[src/rtl/cu_isa_pkg.sv]
// Instruction-set constants for the 4-bit processor: opcode classes, field codes,
// reg_en bit positions, data-bus source codes and the NOP encodings.
package cu_isa_pkg;

  localparam logic [7:0] RESET_PC  = 8'h00;
  localparam logic [7:0] NOP_INSTR = 8'hC8;

  typedef enum logic [2:0] {
    OP_LOAD = 3'd0,
    OP_MOVE = 3'd1,
    OP_ALU  = 3'd2,
    OP_JMP  = 3'd3,
    OP_JNZ  = 3'd4
  } opclass_t;

  // Destination / source field codes (3-bit ddd / sss)
  localparam logic [2:0] FLD_X0 = 3'd0;
  localparam logic [2:0] FLD_X1 = 3'd1;
  localparam logic [2:0] FLD_Y0 = 3'd2;
  localparam logic [2:0] FLD_Y1 = 3'd3;
  localparam logic [2:0] FLD_RO = 3'd4;  // dst: o_reg, src: r
  localparam logic [2:0] FLD_M  = 3'd5;
  localparam logic [2:0] FLD_I  = 3'd6;
  localparam logic [2:0] FLD_DM = 3'd7;

  localparam int RE_X0 = 0;
  localparam int RE_X1 = 1;
  localparam int RE_Y0 = 2;
  localparam int RE_Y1 = 3;
  localparam int RE_R  = 4;
  localparam int RE_M  = 5;
  localparam int RE_I  = 6;
  localparam int RE_DM = 7;
  localparam int RE_O  = 8;

  localparam logic [3:0] SRC_ALU   = 4'd0;
  localparam logic [3:0] SRC_PM    = 4'd8;
  localparam logic [3:0] SRC_IPINS = 4'd9;

  localparam logic [7:0] NOP_C8 = 8'hC8;
  localparam logic [7:0] NOP_CF = 8'hCF;
  localparam logic [7:0] NOP_D8 = 8'hD8;
  localparam logic [7:0] NOP_DF = 8'hDF;

  localparam logic [8:0] REN_ALU = 9'h010;

  function automatic opclass_t get_opclass(input logic [7:0] instr);
    casez (instr[7:4])
      4'b0???: get_opclass = OP_LOAD;
      4'b10??: get_opclass = OP_MOVE;
      4'b110?: get_opclass = OP_ALU;
      4'b1110: get_opclass = OP_JMP;
      default: get_opclass = OP_JNZ;
    endcase
  endfunction

  // Destination code 4 writes o_reg, not r
  function automatic logic [8:0] dst_onehot(input logic [2:0] dst);
    case (dst)
      FLD_X0:  dst_onehot = 9'(1) << RE_X0;
      FLD_X1:  dst_onehot = 9'(1) << RE_X1;
      FLD_Y0:  dst_onehot = 9'(1) << RE_Y0;
      FLD_Y1:  dst_onehot = 9'(1) << RE_Y1;
      FLD_RO:  dst_onehot = 9'(1) << RE_O;
      FLD_M:   dst_onehot = 9'(1) << RE_M;
      FLD_I:   dst_onehot = 9'(1) << RE_I;
      default: dst_onehot = 9'(1) << RE_DM;
    endcase
  endfunction

endpackage

[src/rtl/instruction_decoder.sv]
// Combinational decode of the instruction register into the computational-unit
// control bundle, plus the jump-taken resolution against the zero flag.
module instruction_decoder
  import cu_isa_pkg::*;
(
  input  logic [7:0] i_ir,
  input  logic       i_r_eq_0,
  output logic [3:0] o_source_sel,
  output logic [8:0] o_reg_en,
  output logic       o_x_sel,
  output logic       o_y_sel,
  output logic       o_i_sel,
  output logic       o_jump_taken
);

  opclass_t   w_op;
  logic [2:0] w_ld_dst;
  logic [2:0] w_mv_dst;
  logic [2:0] w_mv_src;
  logic [2:0] w_alu_fn;

  assign w_op     = get_opclass(i_ir);
  assign w_ld_dst = i_ir[6:4];
  assign w_mv_dst = i_ir[5:3];
  assign w_mv_src = i_ir[2:0];
  assign w_alu_fn = i_ir[2:0];

  always_comb begin
    o_source_sel = SRC_ALU;
    o_reg_en     = '0;
    o_x_sel      = 1'b0;
    o_y_sel      = 1'b0;
    o_i_sel      = 1'b0;
    o_jump_taken = 1'b0;
    case (w_op)
      OP_LOAD: begin
        o_source_sel = SRC_PM;
        o_reg_en     = dst_onehot(w_ld_dst);
        if (w_ld_dst == FLD_DM) begin
          o_reg_en[RE_I] = 1'b1;
          o_i_sel        = 1'b1;
        end
      end
      OP_MOVE: begin
        o_reg_en     = dst_onehot(w_mv_dst);
        o_source_sel = (w_mv_src == w_mv_dst) ? SRC_IPINS : {1'b0, w_mv_src};
        // Any dm access post-increments i, unless i itself is the destination
        if ((w_mv_dst == FLD_DM) || (w_mv_src == FLD_DM)) begin
          o_reg_en[RE_I] = 1'b1;
          o_i_sel        = (w_mv_dst != FLD_I);
        end
      end
      OP_ALU: begin
        o_x_sel      = i_ir[4];
        o_y_sel      = i_ir[3];
        o_source_sel = SRC_ALU;
        if (i_ir[3] && ((w_alu_fn == 3'd0) || (w_alu_fn == 3'd7)))
          o_reg_en = '0;
        else
          o_reg_en = REN_ALU;
      end
      OP_JMP: o_jump_taken = 1'b1;
      default: o_jump_taken = ~i_r_eq_0;
    endcase
  end

endmodule

[src/rtl/program_control_unit.sv]
// Fetch/sequencing for the 4-bit processor: pc, ir and ir_pc registers, jump
// squash, and reset gating of the decoded control bundle.
module program_control_unit
  import cu_isa_pkg::*;
(
  input  logic       clk,
  input  logic       sync_reset_n,
  input  logic [7:0] pm_data,
  input  logic       r_eq_0,
  output logic [7:0] pm_address,
  output logic [7:0] ir,
  output logic [3:0] nibble_ir,
  output logic [3:0] source_sel,
  output logic [8:0] reg_en,
  output logic       x_sel,
  output logic       y_sel,
  output logic       i_sel,
  output logic       NOPC8,
  output logic       NOPCF,
  output logic       NOPD8,
  output logic       NOPDF,
  output logic       cu_sync_reset
);

  logic [7:0] r_pc;
  logic [7:0] r_ir;
  logic [7:0] r_ir_pc;

  logic [3:0] w_source_sel;
  logic [8:0] w_reg_en;
  logic       w_x_sel;
  logic       w_y_sel;
  logic       w_i_sel;
  logic       w_jump_taken;
  logic [7:0] w_target;

  instruction_decoder u_dec (
    .i_ir         (r_ir),
    .i_r_eq_0     (r_eq_0),
    .o_source_sel (w_source_sel),
    .o_reg_en     (w_reg_en),
    .o_x_sel      (w_x_sel),
    .o_y_sel      (w_y_sel),
    .o_i_sel      (w_i_sel),
    .o_jump_taken (w_jump_taken)
  );

  // Page comes from the jump's own address, not the already-advanced pc
  assign w_target = {r_ir_pc[7:4], r_ir[3:0]};

  always_ff @(posedge clk) begin
    if (!sync_reset_n) begin
      r_pc    <= RESET_PC;
      r_ir    <= NOP_INSTR;
      r_ir_pc <= 8'h00;
    end else if (w_jump_taken) begin
      r_pc    <= w_target;
      r_ir    <= NOP_INSTR;
      r_ir_pc <= r_pc;
    end else begin
      r_pc    <= r_pc + 8'd1;
      r_ir    <= pm_data;
      r_ir_pc <= r_pc;
    end
  end

  assign pm_address    = r_pc;
  assign ir            = r_ir;
  assign nibble_ir     = r_ir[3:0];
  assign cu_sync_reset = ~sync_reset_n;

  // Hold the computational unit idle while reset is asserted
  assign source_sel = sync_reset_n ? w_source_sel : SRC_ALU;
  assign reg_en     = sync_reset_n ? w_reg_en     : 9'h000;
  assign x_sel      = sync_reset_n & w_x_sel;
  assign y_sel      = sync_reset_n & w_y_sel;
  assign i_sel      = sync_reset_n & w_i_sel;

  assign NOPC8 = (r_ir == NOP_C8);
  assign NOPCF = (r_ir == NOP_CF);
  assign NOPD8 = (r_ir == NOP_D8);
  assign NOPDF = (r_ir == NOP_DF);

endmodule

[config.mk]
export PLATFORM = sky130hd
export DESIGN_NAME = program_control_unit
export DESIGN_NICKNAME = d
export VERILOG_FILES = /design/src/rtl/cu_isa_pkg.sv /design/src/rtl/instruction_decoder.sv /design/src/rtl/program_control_unit.sv
export SDC_FILE = /design/constraint.sdc
export NUM_CORES = 1
export LEC_CHECK = 0
export CAP_MARGIN = 20
export CELL_PAD_IN_SITES_DETAIL_PLACEMENT = 0
export CELL_PAD_IN_SITES_GLOBAL_PLACEMENT = 2
export CORE_MARGIN = 4
export CORE_UTILIZATION = 25
export DETAILED_ROUTE_END_ITERATION = 8
export GPL_TIMING_DRIVEN = 1
export PLACE_DENSITY_LB_ADDON = 0.1
export SLEW_MARGIN = 40
export SYNTH_ARGS = -nofsm -noshare
export SYNTH_HDL_FRONTEND = slang
export SYNTH_SLANG_ARGS = --single-unit
[constraint.sdc]
create_clock -name clk -period 2.89 [get_ports clk]
set_input_delay 0.7225 -clock clk [delete_from_list [all_inputs] [get_ports clk]]
set_output_delay 0.7225 -clock clk [all_outputs]
set_load 0.03 [all_outputs]
=== Yosys cells after proc, flatten, opt, wreduce, memory -nomap -nowiden ===
Index checks and enable logic that the tools add are counted.

* Register bits: 24
* Output and inout bits: 41
* Logic and storage cells: 64

* $add $sub $neg: 1
* Equal/unequal tests: 27
* Multiplexer cells: 18
* Bitwise gates (word level): 6
* Reductions and logical operators: 9

{| class="wikitable"
|+ Operators by type and width
! cell !! number
|-
| case mux 9 bit (7 select lines) || 2
|-
| equality test 8 bit (second input constant) || 4
|-
| equality test 3 bit (second input constant) || 10
|-
| case mux 9 bit (3 select lines) || 1
|-
| equality test 3 x 2 -> 1 bit (second input constant) || 6
|-
| zero test 3 bit || 4
|-
| case mux 3 bit (4 select lines) || 1
|-
| equality test 3 x 1 -> 1 bit (second input constant) || 3
|-
| two-way mux 9 bit || 1
|-
| adder 8 x 1 -> 8 bit (second input constant) || 1
|-
| two-way mux 4 bit || 2
|-
| two-way mux 8 bit || 1
|-
| case mux 4 bit (2 select lines) || 1
|-
| two-way mux 1 bit || 6
|-
| two-way mux 5 bit || 1
|-
| equality test 4 bit (second input constant) || 1
|-
| case mux 1 bit (2 select lines) || 2
|-
| AND 1 bit || 3
|-
| equality test 3 bit || 1
|-
| inequality test 3 bit (second input constant) || 1
|-
| NOT 1 bit || 3
|-
| OR reduction 3 bit || 1
|-
| equality test 2 bit (second input constant) || 1
|-
| logical OR 1 bit || 2
|-
| other kinds (2) || 2
|}

=== Logic depth before layout (Yosys ltp) ===
* Word-level depth: 6
* Mapped depth: 5
* Depth with buffers taken out: 4

=== Hierarchy ===
A second synthesis with hierarchy kept.

* Cells, all modules: 152
* Area, all modules: 1255.0 sq um

{| class="wikitable"
|+ By module, submodules not included
! module !! instances !! cells an instance !! area an instance (sq um) !! seq. area each (sq um)
|-
| program_control_unit || 1 || 101 || 898.4 || 400.4
|-
| instruction_decoder || 1 || 51 || 356.6 || 0.0
|}

=== Worst setup path before layout ===
Ideal clock, no wire load.

* Path type: input to output
* From: input sync_reset_n
* To: output reg_en[7]
* Data arrival time: 1.942 ns
* Required time: 2.168 ns
* Slack: 0.225 ns
* Stages: 3
* Buffers on the path: 1
* Cell sequence: inv_1 > buf_1 > a211oi_1

* Word-level cells in the longest chain between the ends: 1

{| class="wikitable"
|+ Ends and longest elaborated chain
! item !! RTL line !! text
|-
| from (decl) || program_control_unit.sv:7 || <nowiki>input logic sync_reset_n,</nowiki>
|-
| two-way mux 9 bit || program_control_unit.sv:74 || <nowiki>assign reg_en = sync_reset_n ? w_reg_en : 9'h000;</nowiki>
|-
| to (decl) || program_control_unit.sv:14 || <nowiki>output logic [8:0] reg_en,</nowiki>
|}

No other way between the ends.

=== Worst setup path in the final report ===
* From: register r_ir[2], in the netlist ir[2]
* To: output NOPD8

* Word-level cells in the longest chain between the ends: 1

{| class="wikitable"
|+ Ends and longest elaborated chain
! item !! RTL line !! text
|-
| from (decl) || program_control_unit.sv:26 || <nowiki>logic [7:0] r_ir;</nowiki>
|-
| from (signal assigned) || program_control_unit.sv:62 || <nowiki>r_ir <= pm_data;</nowiki>
|-
| equality test 8 bit || program_control_unit.sv:81 || <nowiki>assign NOPD8 = (r_ir == NOP_D8);</nowiki>
|-
| to (decl) || program_control_unit.sv:20 || <nowiki>output logic NOPD8,</nowiki>
|}

No other way between the ends.

==> results.sh <==
export IMPL_status="completed"
export IMPL_avgSynthCellArea_um2=8.942
export IMPL_comb_power_share_pct=31.6
export IMPL_die_height_um=77.75
export IMPL_antennaDiodeCount=0
export IMPL_max_cap_violations=0
export IMPL_grt_pass1_vias=1236
export IMPL_cts_made_buffers=3
export IMPL_initial_core_util_pct=25.75
export IMPL_die_w_um=77.75
export IMPL_p_per_area_nw_per_um2=411.0
export IMPL_layout_min_cycle_time_ns=2.732
export IMPL_wire_per_inst_um=15.05
export IMPL_antenna_found_initial=0
export IMPL_hold_viol=0
export IMPL_htreeDepth=1
export IMPL_cts_root_buf="clkbuf_8"
export IMPL_portBuffers=51
export IMPL_cts_sinks=20
export IMPL_yosys_warnings=0
export IMPL_seq_power_share_pct=43.9
export IMPL_yosysTopAreaCell="dfxtp_1"
export IMPL_clk_transition_reported_paths_ns=0.07
export IMPL_routed_wl_um=3778
export IMPL_drcViolationCount=0
export IMPL_synth_edf_count=0
export IMPL_power_leakage_uw=0.0006949
export IMPL_placed_area_um2=1712
export IMPL_path_class="flip-flop to output port"
export IMPL_synth_common_cells="dfxtp_1, and3_1, nand2_1, nor3_1"
export IMPL_crit_slowest_cell="clkdlybuf4s50_1"
export IMPL_tns_ns=0
export IMPL_cts_buffer_depth=2
export IMPL_fmax_mhz=366.0
export IMPL_gp_congestion=0.7410
export IMPL_postCtsSetupRepairBufs=0
export IMPL_irDropWorstVdd_v=0.0002175
export IMPL_hp_class="flip-flop to flip-flop"
export IMPL_finalClockSkew_ns=0.004021
export IMPL_clockPowerShare_pct=24.5
export IMPL_switching_share_pct=32.70
export IMPL_cp_slowest_stage_delay_ns=0.67
export IMPL_power_uw=722.5
export IMPL_grt_total_usage_pct=12.95
export IMPL_synth_seq_cells=20
export IMPL_grt_overflow=0
export IMPL_crit_path_max_fanout=7
export IMPL_cts_tree="done"
export IMPL_ant_nets=0
export IMPL_yosys_area_top_type_share_pct=32.92
export IMPL_dieArea_um2=6044
export IMPL_insertion_delay_ns=0.25
export IMPL_synth_seq_area_share_pct=32.92
export IMPL_grt_max_degree=16
export IMPL_fin_area_um2=1758
export IMPL_place_hpwl_um=2908
export IMPL_core_um2=4723
export IMPL_synth_area_um2=1216
export IMPL_cp_num_buf_inv=1
export IMPL_synth_most_common_cell="dfxtp_1"
export IMPL_rows=25
export IMPL_num_fill_cells=481
export IMPL_regToRegStartpoint="ir[7]$_SDFF_PP1_"
export IMPL_synth_distinct_cells=41
export IMPL_maxSlewHeadroom_pct=72.59
export IMPL_p_switching_uw=236.3
export IMPL_crit_chain="or4_4, nor2_1, clkdlybuf4s50_1"
export IMPL_cp_end_kind="output port"
export IMPL_nNetsFinal=198
export IMPL_start_kind="flip-flop"
export IMPL_areaGrowthSynthToFinish_pct=44.55
export IMPL_worst_pin_slew_ns=0.4104
export IMPL_min_period_over_period_pct=94.53
export IMPL_crit_required_ns=2.17
export IMPL_via_per_inst=4.833
export IMPL_intPower_uw=486.2
export IMPL_setup_worst_path_start="ir[2]$_SDFF_PP0_"
export IMPL_synthTopCellsByArea="dfxtp_1, buf_6, and3_1"
export IMPL_synthArstFlopShare_pct=0
export IMPL_via_count=1213
export IMPL_synth_nets=148
export IMPL_worstHoldStart="pm_address[7]$_SDFF_PN0_"
export IMPL_io_pins=52
export IMPL_firstDrtPassIters=4
export IMPL_critPathArrivalTime_ns=2.01
export IMPL_drv_slew=0
export IMPL_cpLargestDelayFamily="simple AND/OR/NAND/NOR gates"
export IMPL_fin_util_pct=37.22
export IMPL_synthFlopType="dfxtp_1"
export IMPL_rsz0062_at_grt="no"
export IMPL_grt_pass1_wl_um=6375
export IMPL_drive_gt1_share_pct=22.28
export IMPL_syn_inst=136
export IMPL_setup_violations=0
export IMPL_drtIter0Drc=64
-- worst reg2reg max path, stage by stage, from the launching register on --
cell	delay [ns]
dfxtp_1	0.36
buf_4	0.21
nand3_2	0.22
or2_4	0.39
and3_1	0.21
-- kinds of logic (layout without fill, tap and decap cells) --
kind of cell	count (synthesis)	in the layout	share of synthesized area [%]
AOI/OAI and AO/OA	24	24	15.33
xor gates and xnor gates	6	6	4.321
muxes	2	2	1.852
and+or+nand+nor	66	66	34.05
DFF	20	20	32.92
buffers and inverters	17	65	10.49
adders and majority gates	1	1	1.029
-- per-layer routing --
layer  part of all wire, %  track usage (%)
met1                    47            17.30
met4                   1.1            3.737
met5                     0                0
met3                   7.0            4.408
met2                    45            19.61
-- cell type report --
| class | instances | area (um2) | share of cell area [%] |
|---|---|---|---|
| Tap cell | 67 | 83.83 | 4.769 |
| Inverter | 3 | 11.26 | 0.6406 |
| Sequential cell | 20 | 400.4 | 22.78 |
| Timing Repair Buffer | 59 | 533.0 | 30.32 |
| Clock buffer | 3 | 41.29 | 2.349 |
| Multi-Input combinational cell | 99 | 688.2 | 39.15 |
-- worst paths after layout --
| path | to | slack (ns) | cells past startpoint |
|---|---|---|---|
| max | NOPD8 | 0.16 | 3 |
| min | r_ir_pc[7]$_SDFF_PN0_ | 0.51 | 1 |
| max reg2reg | ir[4]$_SDFF_PP0_ | 1.41 | 4 |
| min reg2reg | r_ir_pc[7]$_SDFF_PN0_ | 0.51 | 1 |
-- power groups by stage --
stage | combinational (uW) | sequential, uW | clock, uW
after floorplan | 119 | 351 | 0
after global placement | 230 | 324 | 0
after detailed placement | 230 | 324 | 0
after CTS | 231 | 318 | 185
after global routing | 245 | 322 | 196
final | 228 | 317 | 177
-- cells in the final DEF (no fill, tap or decap), drive strengths merged, types with 5 or more instances in the layout --
cell type       n
and2            5
nand2           8
a21oi           6
nor3            8
buf            25
nand3           6
clkdlybuf4s50  32
nand3b          5
and3            8
dfxtp          20
-- state kept, by name, indices dropped and copies added (netlist names) --
register,count
ir,8
r_ir_pc,4
pm_address,8
-- through the flow --
step	setup WS [ns]	std cells	hold slack, ns
5_1_grt	0.08392	251	0.5388
3_3_place_gp	0.2795	248	0.4930
4_1_cts	0.01041	251	0.5209
6_report	0.1581	251	0.5143
3_5_place_dp	0.2652	248	0.4939
2_1_floorplan	0.2253	136	0.4744
-- repair_timing --
action / CTS / global route
hold buffers: 0 / 0
resized for setup: 0 / 2
endpoints found under the setup margin: 0 / 2
(Power assumes the default switching activity.)
==> RTL change 1 (same settings) <==
Register the output `nibble_ir`, with the module's reset; this adds one clock of latency there. The other outputs are not delayed to match.
--- a/src/rtl/program_control_unit.sv
+++ b/src/rtl/program_control_unit.sv
@@ -66,7 +66,13 @@
 
   assign pm_address    = r_pc;
   assign ir            = r_ir;
-  assign nibble_ir     = r_ir[3:0];
+  always_ff @(posedge clk) begin
+    if (!sync_reset_n) begin
+      nibble_ir <= '0;
+    end else begin
+      nibble_ir <= r_ir[3:0];
+    end
+  end
   assign cu_sync_reset = ~sync_reset_n;
 
   // Hold the computational unit idle while reset is asserted
Formal check against the unedited RTL: not equivalent (Yosys sat finds a counterexample within 4 cycles, from zero or initial values and one cycle with sync_reset_n low).
==> RTL change 1 against the unedited design <==
  * Setup slack lost 0.054 ns
  * Synthesized area up 4.1%
  * Clock skew is 0.0035 ns higher
  * Routed wire length increased by 6.1%
  * Power up 24%
  * Sequential cell count rose by 4
  * Synthesized cell count grew 5.9%
  * Cell area up 7.8%
  * Largest cell class unchanged
  * Largest power group unchanged
  * Highest routed layer unchanged
==> RTL change 1: results <==
[clock_tree]
post-cts-setup-buffers = 0
path_clk_slew_ns = 0.08
cts.repair.resized = 0
clk-insertion-delay-late_ns = 0.27
cts_max_path_buffers = 2

[synth]
syn_inst = 144
ys_seq_area_frac = 0.3794
yosysWarnings = 0
synthTopCellsByCount = dfxtp_1 (24), nand2_1 (9), and3_1 (8), nor3_1 (8)
syn_nets = 156
ys_top_cells_by_area = dfxtp_1 (38%), and3_1 (4.0%), a311oi_2 (3.6%)

[sta]
timing.slew.headroom = 0.7332
fin_skew_ns = 0.007521

[outcome]
status = complete, no violations

[grt]
grt_pass1_vias = 1198
grt_usage = 0.1281
met1_usage = 0.1897
globalRouteMet2Util = 0.1877
grtUsageMet3 = 0.02608

[placed_design]
pre_cts_ws_ns = 0.2431
hpwl_mm = 3.000
dp_cells = 259
gp_congestion = 0.7614
placed_area_mm2 = 0.001821

[detailed_routing]
drtIter0Drc = 85
wl_mm = 4.008
drt-met1-wl_mm = 2.042
dr_wl_met2_mm = 1.719
vias_per_cell = 4.730
wl_per_cell_um = 15.24
dr_wl_met3_um = 221
drt_pass1_iterations = 4

[worst_setup_path]
critPathTopFamily = buffers and inverters
cp_max_fo = 6
critPathSlowestCell = clkdlybuf4s50_1
worstPathArrival_ns = 2.06
slowest_delay_ns = 0.72

[finish]
drive_above_1_share = 0.2092
final_nets = 209
n_fill_cell = 528
insertedDiodeCount = 0

[power]
ir_drop_uv = 237.4
p_leak_uw = 0.0007472
## RTL change 1: cell count changes after synthesis, moves of 3 or more
cell | before | now
buf_2 | 0 | 3
buf_4 | 5 | 0
buf_6 | 6 | 3
clkbuf_1 | 2 | 5
dfxtp_1 | 20 | 24
## RTL change 1: through the flow
stage / hold slack, ns / total power, µW
after global routing: 0.5472 / 937.7
after detailed placement: 0.5132 / 610.9
after CTS: 0.5295 / 907.1
final: 0.5238 / 896.5
after floorplan: 0.4744 / 517.5
after global placement: 0.4846 / 609.9
## RTL change 1: kinds of logic after synthesis
| family | after synthesis | synth area share |
|---|---|---|
| AND/OR/NAND/NOR | 72 | 0.3449 |
| AO/OA/AOI/OAI | 25 | 0.1502 |
| flip-flops | 24 | 0.3794 |
| buffers and inverters | 15 | 0.06521 |
| XOR/XNOR | 6 | 0.04150 |
| multiplexers | 1 | 0.008893 |
| adder cells (fa/ha/maj) | 1 | 0.009880 |
## RTL change 1: power by group
part / internal [µW] / switching, µW
Sequential: 352 / 24.2
Clock: 185 / 110
Combinational: 99.1 / 127
## RTL change 1: path summary, 6_finish.rpt
kind,start,to,slack [ns],cells after the start
setup reg to reg,ir[5]$_SDFF_PP0_,ir[5]$_SDFF_PP0_,1.26,4
hold reg to reg,pm_address[0]$_SDFF_PN0_,pm_address[0]$_SDFF_PN0_,0.52,1
hold / removal,pm_address[0]$_SDFF_PN0_,pm_address[0]$_SDFF_PN0_,0.52,1
setup / recovery,ir[0]$_SDFF_PP0_,NOPCF,0.10,4
## RTL change 1: final cells by class
type	instances	area [µm²]	area share
multi-input combinational	105	709.4	0.3745
timing repair buffer	60	538.0	0.2840
sequential	24	480.5	0.2536
tap	67	83.83	0.04425
clock buffer	3	41.29	0.02180
clock inverter	1	30.03	0.01585
inverter	3	11.26	0.005945
==> RTL change 2 (config.mk and constraints unchanged) <==
Without the edit above. Register the inputs `pm_data` and `r_eq_0` before use, with the module's reset. The logic sees them one clock later.
--- a/src/rtl/program_control_unit.sv
+++ b/src/rtl/program_control_unit.sv
@@ -22,6 +22,19 @@
   output logic       cu_sync_reset
 );
 
+  logic [7:0] pm_data_q;
+  logic r_eq_0_q;
+
+  always_ff @(posedge clk) begin
+    if (!sync_reset_n) begin
+      pm_data_q <= '0;
+      r_eq_0_q  <= '0;
+    end else begin
+      pm_data_q <= pm_data;
+      r_eq_0_q  <= r_eq_0;
+    end
+  end
+
   logic [7:0] r_pc;
   logic [7:0] r_ir;
   logic [7:0] r_ir_pc;
@@ -36,7 +49,7 @@
 
   instruction_decoder u_dec (
     .i_ir         (r_ir),
-    .i_r_eq_0     (r_eq_0),
+    .i_r_eq_0     (r_eq_0_q),
     .o_source_sel (w_source_sel),
     .o_reg_en     (w_reg_en),
     .o_x_sel      (w_x_sel),
@@ -59,7 +72,7 @@
       r_ir_pc <= r_pc;
     end else begin
       r_pc    <= r_pc + 8'd1;
-      r_ir    <= pm_data;
+      r_ir    <= pm_data_q;
       r_ir_pc <= r_pc;
     end
   end
Check against the original RTL: not equivalent (Yosys sat finds a counterexample within 4 cycles, from zero or initial values and one cycle with sync_reset_n low).
==> RTL change 2 against the unedited design <==
  * Routed wire length is 4.4% higher
  * Setup slack improved by 0.065 ns
  * Combinational power shrank 13%
  * Sequential cell count grew 9
  * Synthesized area rose by 20%
  * Cell area up 17%
  * Power increased by 33%
  * Utilization decreased by 0.69 points
  * Highest routed layer unchanged
==> RTL change 2: results <==
[synth]
ys_top_cells_by_area = dfxtp_1 (40%), and2_1 (6.0%), and3_1 (3.4%)
syn_nets = 167
synth_xor_area_frac = 0.03590
synthAdderAreaFrac = 0.008547
ys_seq_area_frac = 0.3966
synthMuxAreaShare = 0.01538
synthTopCellsByCount = dfxtp_1 (29), and2_1 (14), and3_1 (8), nor3_1 (8), nand2_1 (7)
synth-async-reset-ratio = 0
synth_compound_area_frac = 0.1274
synth_top_flop_cell = dfxtp_1
netlist-cell-type-count = 43
yosysWarnings = 0
syn_inst = 155

[sta]
fin_skew_ns = 0.002373
timing.slew.headroom = 0.7438

[placed_design]
gp_congestion = 0.7300
hpwl_mm = 2.938
io_buffers = 51
dp_cells = 270
placed_area_mm2 = 0.001949
pre_cts_ws_ns = 0.06199

[grt]
grt_pass1_vias = 1329
grt_antenna_before_repair = 0
grt_pass1_wl_mm = 6.865
grt_usage = 0.1181
grt_max_degree = 24

[worst_hold_path]
hold_path.class = reg2reg
min_from = pm_data_q[6]$_SDFF_PN0_
hold_end = ir[6]$_SDFF_PP1_

[finish]
final_nets = 217
n_fill_cell = 608
fin_cells = 277
drive_above_1_share = 0.2146

[worst_setup_path]
critPathTopFamily = buffers and inverters
r2r-end = ir[5]$_SDFF_PP0_
r2r_setup_slack_ns = 1.24
cp_max_fo = 4
critPathSlowestCell = clkdlybuf4s50_1
worstPathArrival_ns = 1.94
reg2reg_from = ir[5]$_SDFF_PP0_
slowest_delay_ns = 0.69
reg2regPathDepth = 4

[clock_tree]
cts_buffers = 5
post-cts-setup-buffers = 0
cts_max_level = 2
cts_max_path_buffers = 2
path_clk_slew_ns = 0.06
clk-insertion-delay-late_ns = 0.27

[detailed_routing]
drtIter0Drc = 47
vias_per_cell = 4.704
wl_mm = 3.943
drt_pass1_iterations = 4

[power]
p_sw_frac = 0.2763
ir_drop_uv = 270.4
p_leak_uw = 0.0008273

[outcome]
status = complete, no violations
## RTL change 2: worst max-delay path by stage
stage	startpoint	end	slack (ns)	cells after the start
global route	ir[4]$_SDFF_PP0_	NOPDF	0.07	4
global placement	sync_reset_n	reg_en[4]	0.12	5
detailed placement	sync_reset_n	reg_en[4]	0.06	5
floorplan	sync_reset_n	reg_en[7]	0.23	3
finish	ir[4]$_SDFF_PP0_	NOPDF	0.22	4
CTS	sync_reset_n	reg_en[4]	0.05	5
## RTL change 2: what timing repair did
item	4_1_cts	5_1_grt
setup endpoints to repair	1	5
gates resized for setup	1	4
hold buffers	0	0
## RTL change 2: layer usage
metal  vias up  wire, µm  global-route usage
li1        641         -                   -
met1       611      1879              0.1586
met2        44      1768              0.1786
met3         7       240             0.03827
met4         0        54             0.03885
met5         -         0                   0
## RTL change 2: power by group through the flow
stage	registers, µW	logic, µW	clock network, µW
final	441	198	323
after CTS	442	200	334
after global routing	444	216	356
after detailed placement	450	200	0
after floorplan	470	106	0
after global placement	450	201	0
## RTL change 2: cell type report
class | instances | area, µm² | share of cell area
sequential | 29 | 580.6 | 0.2834
clock buffer | 7 | 86.33 | 0.04215
tap | 72 | 90.09 | 0.04398
multi-input combinational | 108 | 753.2 | 0.3677
timing repair buffer | 58 | 526.8 | 0.2572
inverter | 3 | 11.26 | 0.005498
## RTL change 2: metrics by stage
step / utilization / power, µW / hold WS (ns)
floorplan: - / 576.2 / 0.3906
global placement: 0.3476 / 650.3 / 0.3953
detailed placement: 0.3476 / 649.9 / 0.3975
CTS: 0.3628 / 975.1 / 0.4112
global route: 0.3652 / 1016 / 0.4239
finish: 0.3652 / 962.2 / 0.4101
